===== config.mk =====
export PLATFORM = sky130hd
export DESIGN_NAME = branch_hazard_ctrl
export DESIGN_NICKNAME = d
export VERILOG_FILES = /design/src/rtl/branch_hazard_ctrl.sv
export SDC_FILE = /design/constraint.sdc
export NUM_CORES = 1
export LEC_CHECK = 0
export CORE_MARGIN = 2
export CORE_UTILIZATION = 55
export CTS_CLUSTER_DIAMETER = 80
export DETAILED_ROUTE_END_ITERATION = 10
export HOLD_SLACK_MARGIN = 0.08
export PLACE_DENSITY = 0.85
export SYNTH_ARGS = -nofsm -noshare
export SYNTH_HDL_FRONTEND = slang
export SYNTH_SLANG_ARGS = --single-unit

===== constraint.sdc =====
create_clock -name clk -period 8.15 [get_ports clk]
set_clock_uncertainty 0.1 [all_clocks]
set_input_delay 1.63 -clock clk [delete_from_list [all_inputs] [get_ports clk]]
set_output_delay 1.63 -clock clk [all_outputs]
set_load 0.05 [all_outputs]

===== src/rtl/branch_hazard_ctrl.sv =====
// Purpose : hazard/sequencing controller for the 5-stage core. It keeps shadow copies of
//           {dest, we, load} for ID/EX, EX/MEM and MEM/WB, plus the ID/EX source regs.
// Latency : stall, bubble, flush and forward selects are combinational from decode and the
//           shadows. stall_state and the counters are registered.
// Backpressure: stall holds PC and IF/ID and pushes a bubble into ID/EX. Flush is suppressed
//           while stalled, so the branch is re-evaluated on the next cycle.
// Ports   : decode fields (*_ID) in; branch/EX forward selects, stall, bubble_IDEX and
//           flush_IFID out; stall_state and the saturating stall/flush counters for debug.
module branch_hazard_ctrl #(
   parameter int CNT_W = 16
) (
   input  logic             clk,
   input  logic             rst,
   input  logic [4:0]       rs_ID,
   input  logic [4:0]       rt_ID,
   input  logic [4:0]       DestReg_ID,
   input  logic             RegWriteEn_ID,
   input  logic             MemReadEn_ID,
   input  logic             Branch_ID,
   input  logic             jump_ID,
   input  logic             jal_ID,
   input  logic             jr_ID,
   input  logic             PCSrc_ID,
   output logic [1:0]       ForwardA_branch,
   output logic [1:0]       ForwardB_branch,
   output logic [1:0]       ForwardA_EX,
   output logic [1:0]       ForwardB_EX,
   output logic             stall,
   output logic             bubble_IDEX,
   output logic             flush_IFID,
   output logic [1:0]       stall_state,
   output logic [CNT_W-1:0] stall_count,
   output logic [CNT_W-1:0] flush_count
);

   typedef enum logic [1:0] {
      ST_NORMAL = 2'd0,
      ST_ALU1   = 2'd1,
      ST_LD1    = 2'd2,
      ST_LD2    = 2'd3
   } state_t;

   typedef struct packed {
      logic [4:0] dest;
      logic       we;
      logic       ld;
   } stg_t;

   stg_t             r_idex, r_exmem, r_memwb;
   logic [4:0]       r_idex_rs, r_idex_rt;
   state_t           r_state;
   logic [CNT_W-1:0] r_stall_cnt, r_flush_cnt;

   // A stage produces reg r if it writes it; $0 never counts as a dependency.
   function automatic logic hit(input stg_t s, input logic [4:0] r);
      return s.we && (s.dest == r) && (r != 5'd0);
   endfunction

   logic w_is_br, w_use_rt;
   logic w_rs_idex, w_rt_idex, w_rs_exm, w_rt_exm;
   logic w_cond_a, w_cond_b, w_cond_c, w_stall, w_flush;

   // Branches read rs and rt, jr reads rs only. Anything else is assumed to read rt unless
   // rt is plainly its own destination. This is conservative on purpose.
   assign w_is_br  = Branch_ID | jr_ID;
   assign w_use_rt = Branch_ID | (~jr_ID & (~RegWriteEn_ID | (DestReg_ID != rt_ID)));

   assign w_rs_idex = hit(r_idex, rs_ID);
   assign w_rt_idex = w_use_rt & hit(r_idex, rt_ID);
   assign w_rs_exm  = hit(r_exmem, rs_ID);
   assign w_rt_exm  = w_use_rt & hit(r_exmem, rt_ID);

   // Compare happens in decode, so a producer still in EX (any kind) or a load still in MEM
   // cannot be forwarded in time.
   assign w_cond_a = w_is_br & (w_rs_idex | w_rt_idex);
   assign w_cond_b = w_is_br & r_exmem.ld & (w_rs_exm | w_rt_exm);
   assign w_cond_c = r_idex.ld & (w_rs_idex | w_rt_idex);
   assign w_stall  = w_cond_a | w_cond_b | w_cond_c;
   assign w_flush  = ~w_stall & (jump_ID | jal_ID | jr_ID | (Branch_ID & PCSrc_ID));

   // A load result in EX/MEM is not ready yet, so only ALU results forward from MEM.
   function automatic logic [1:0] fwd_sel(input logic [4:0] r);
      if (hit(r_exmem, r) && !r_exmem.ld) return 2'd1;
      else if (hit(r_memwb, r))           return 2'd2;
      else                                return 2'd0;
   endfunction

   assign ForwardA_branch = w_stall ? 2'd0 : fwd_sel(rs_ID);
   assign ForwardB_branch = w_stall ? 2'd0 : fwd_sel(rt_ID);
   assign ForwardA_EX     = fwd_sel(r_idex_rs);
   assign ForwardB_EX     = fwd_sel(r_idex_rt);
   assign stall           = w_stall;
   assign bubble_IDEX     = w_stall;
   assign flush_IFID      = w_flush;
   assign stall_state     = r_state;
   assign stall_count     = r_stall_cnt;
   assign flush_count     = r_flush_cnt;

   always_ff @(posedge clk) begin
      if (rst) begin
         r_idex      <= '0;
         r_exmem     <= '0;
         r_memwb     <= '0;
         r_idex_rs   <= '0;
         r_idex_rt   <= '0;
         r_state     <= ST_NORMAL;
         r_stall_cnt <= '0;
         r_flush_cnt <= '0;
      end else begin
         r_exmem <= r_idex;
         r_memwb <= r_exmem;
         if (w_stall) begin
            r_idex    <= '0;
            r_idex_rs <= '0;
            r_idex_rt <= '0;
         end else begin
            r_idex.dest <= jal_ID ? 5'd31 : DestReg_ID;
            r_idex.we   <= RegWriteEn_ID;
            r_idex.ld   <= MemReadEn_ID;
            r_idex_rs   <= rs_ID;
            r_idex_rt   <= rt_ID;
         end

         // The state only records why the core stalled. The stall itself always
         // comes from the shadows.
         case (r_state)
            ST_NORMAL: begin
               if (w_stall) begin
                  if ((w_cond_a | w_cond_c) & r_idex.ld) r_state <= ST_LD1;
                  else if (w_cond_a)                     r_state <= ST_ALU1;
                  else                                   r_state <= ST_LD2;
               end
            end
            ST_LD1:  r_state <= w_cond_b ? ST_LD2 : ST_NORMAL;
            default: r_state <= ST_NORMAL;
         endcase

         if (w_stall && !(&r_stall_cnt)) r_stall_cnt <= r_stall_cnt + CNT_W'(1);
         if (w_flush && !(&r_flush_cnt)) r_flush_cnt <= r_flush_cnt + CNT_W'(1);
      end
   end

endmodule


==> impl_results.md <==
* Pwr Total at 660 uW
* HPWL Detailed at around 5.9 mm
* TritonCTS Buffers at 9
* Max-cap violations at 0
* Hold WC Path Type: reg2reg
* Ys flop type: dfxtp_1
* Clk buf depth at 2
* Layout area overhead at 24.4%
* Critical path class: in2out
* Post-synth EDFFs at 0
* Drt pass-1 iters at 5
* Final hold vios at 0
* Starting density of the core at 0.571
* Largest net degree at the start of global routing at 50
* Sw power at 187 uW
* Worst hold stages at 2
* Register area share after synthesis at 0.379
* Nets at approximately 470
* Number of routed nets with antenna violations at 0
* Fillers at 470
* Seq. cell area at roughly 0.0013 mm^2
* Top post-synthesis cells by count: dfxtp_1, xnor2_1, nor2_1, xor2_1, nand3_1
* Post-CTS setup buffer count at 0
* Cell type with the highest aggregate area in the netlist: dfxtp_1
* Int Pwr at ~470 uW
* Startpoint Class: input port
* Die H at roughly 80 um
* CTS HTree Levels at 3
* WL per Instance at about 15 um
* Sequential share of power at 0.511
* RSZ-0062 raised after global routing: no
* Crit share post-route at 0.866
* Initial antenna violation count at 0
* Layout cells sized above 1 at 0.0642
* Comb pwr share at 0.123
* Crit. End Element: primary output
* Post-synth top area share at 0.379
* Setup TNS at 0 ns
* FF+latch count, synth at 64
* Hold_buf cts at 0
* Minimum clock period at 7.06 ns
* DIE AREA at between 0.006 and 0.007 mm^2
* Clk_lat worst skew at between 0.3 and 0.4 ns
* Post-Syn Area at 0.00338 mm^2
* Worst setup margin at ~1.1 ns
* Yosys synthesis warning count at 0
* Avg Inst Size Synth at ~8.6 um^2
* Max VDD drop at between 0.0001 and 0.00015 V
* Remaining DRCs at 0
* Avg Vias per Cell at ~5.6
* Area of the multi-input gates at a little under 0.002 mm^2
* Area contributors post-synth: dfxtp_1, xnor2_1, xor2_1, nor2_1, and2_1
* Reg2reg path depth at 9
* Syn Inst Count at about 390
* Mapped Nets at 417
* Worst EP required at ~6.4 ns
* Pre-CTS setup slack at 1.13 ns
* Clock transition at path regs at about 0.08 ns
* Wirelength, routed at 8.13 mm
* CTS sink count at 64
* Finish-stage setup viols at 0
* Async set-or-reset flop fraction in the synthesized netlist at 0
* Top-count cell post-synth: dfxtp_1
* Slew HR at 0.365
* Die width at 82.4 um
* Root buffer cell: clkbuf_8
* # IOs at between 60 and 70
* Pwr per Cell Area at 157 mW/mm^2
* Design area at between 0.004 and 0.005 mm^2
* Peak fanout along the critical path at 26
* CTS tree: built
* Achievable Freq at approximately 0.14 GHz
* CORE AREA at between 0.005 and 0.006 mm^2
* Switching part of the total at 0.284
* Least-Margin Pin Slew at about 0.95 ns
* First-pass GRT wire length at 13.2 mm
* Site row count at 28
* Outcome: complete, no violations
* Area after DPL at slightly above 0.004 mm^2
* Max-slew violations at 0
* Via count at 2940
* Total gr overflow at 0
* GR Util All Layers at 0.256
* Gpl congestion at 0.907
* Worst path arrival time at about 5.3 ns
* Buffers on Ports at between 60 and 70
* Drt initial violations at 190
* Clock power frac at 0.366
* Number of global-route vias before repair at roughly 2.8k
* Post-cts resize count at 0
* Leakage power at about 1.5 nW
* Distinct cells, synth at 45
* ANT cells at 0
-- metrics by stage --
stage	hold slack, ns	std cells	utilization
detailed placement	0.389	511	0.681
finish	0.406	527	0.710
global placement	0.383	511	0.681
floorplan	0.360	391	-
global route	0.431	527	0.710
CTS	0.407	527	0.710
-- critical path, cell delays in order --
cell,delay [ns]
clkdlybuf4s50_1,0.55
or4_1,0.57
nor2_1,0.18
nor4_1,0.11
o211a_1,0.25
a31oi_4,0.14
buf_4,0.28
and2_1,0.44
nand2_1,0.13
nor3_1,0.20
clkdlybuf4s50_1,0.83
-- power groups by stage --
stage / Combinational, mW / Clock, mW / Sequential (mW)
after floorplan: 0.0512 / 0 / 0.345
after global placement: 0.0789 / 0 / 0.344
after detailed placement: 0.0808 / 0 / 0.344
after CTS: 0.0813 / 0.245 / 0.337
after global routing: 0.0890 / 0.258 / 0.338
final: 0.0812 / 0.241 / 0.337
-- final cells by class --
class,instances,share of cell area
Multi-Input combinational cell,294,0.459
Sequential cell,64,0.305
Tap cell,75,0.0223
Inverter,7,0.00685
Clock buffer,9,0.0295
Timing Repair Buffer,71,0.166
Clock inverter,7,0.0113
-- kinds of logic after synthesis --
logic type,share of synthesized area
buffers and inverters,0.0496
adder cells (fa/ha/maj),0.00740
AND/OR/NAND/NOR,0.275
XOR/XNOR,0.192
AO/OA/AOI/OAI,0.0907
multiplexers,0.00666
flip-flops,0.379
-- placed cells by master, fill, tap and decap left out, drive strengths merged, types with 2 or more instances in the layout --
cell type	synthesis	routed
nand4b	3	3
ha	2	2
a21oi	16	16
clkinv	0	4
nor3	12	12
and2	16	16
nor2b	16	16
xor2	29	29
nor2	39	39
a211oi	2	2
o31ai	2	2
nor4	10	10
nand3	20	20
and4	2	2
or3b	2	2
clkdlybuf4s50	0	67
clkbuf	13	9
a311oi	2	2
and3	8	8
dfxtp	64	64
o41ai	2	2
or4	5	5
o21a	6	6
nand2	19	19
inv	7	8
xnor2	45	45
nand4	16	16
buf	13	4
clkinvlp	0	2
o21ai	6	6
mux2	2	2
a31oi	3	3
-- layer usage --
layer	global-route usage	share of wire
met5	0	0
met4	0.105	0.014
met3	0.0457	0.073
met2	0.402	0.45
met1	0.345	0.46
-- path summary, 6_finish.rpt --
kind	from	endpoint	slack, ns
worst max-delay path	rt_ID[1]	ForwardB_branch[1]	1.09
worst min register to register	flush_count[1]	flush_count[1]	0.41
worst min-delay path	flush_count[1]	flush_count[1]	0.41
worst max register to register	r_exmem[6]	stall_count[8]	5.12
-- sequential cells by signal, indices dropped and copies added, names as in the netlist --
register and cells:
r_idex_rs 5, r_exmem 7, r_idex_rt 5, flush_count 16, stall_state 2, r_idex 7
r_memwb 6, stall_count 16
Power figures use the tool's default switching activity.
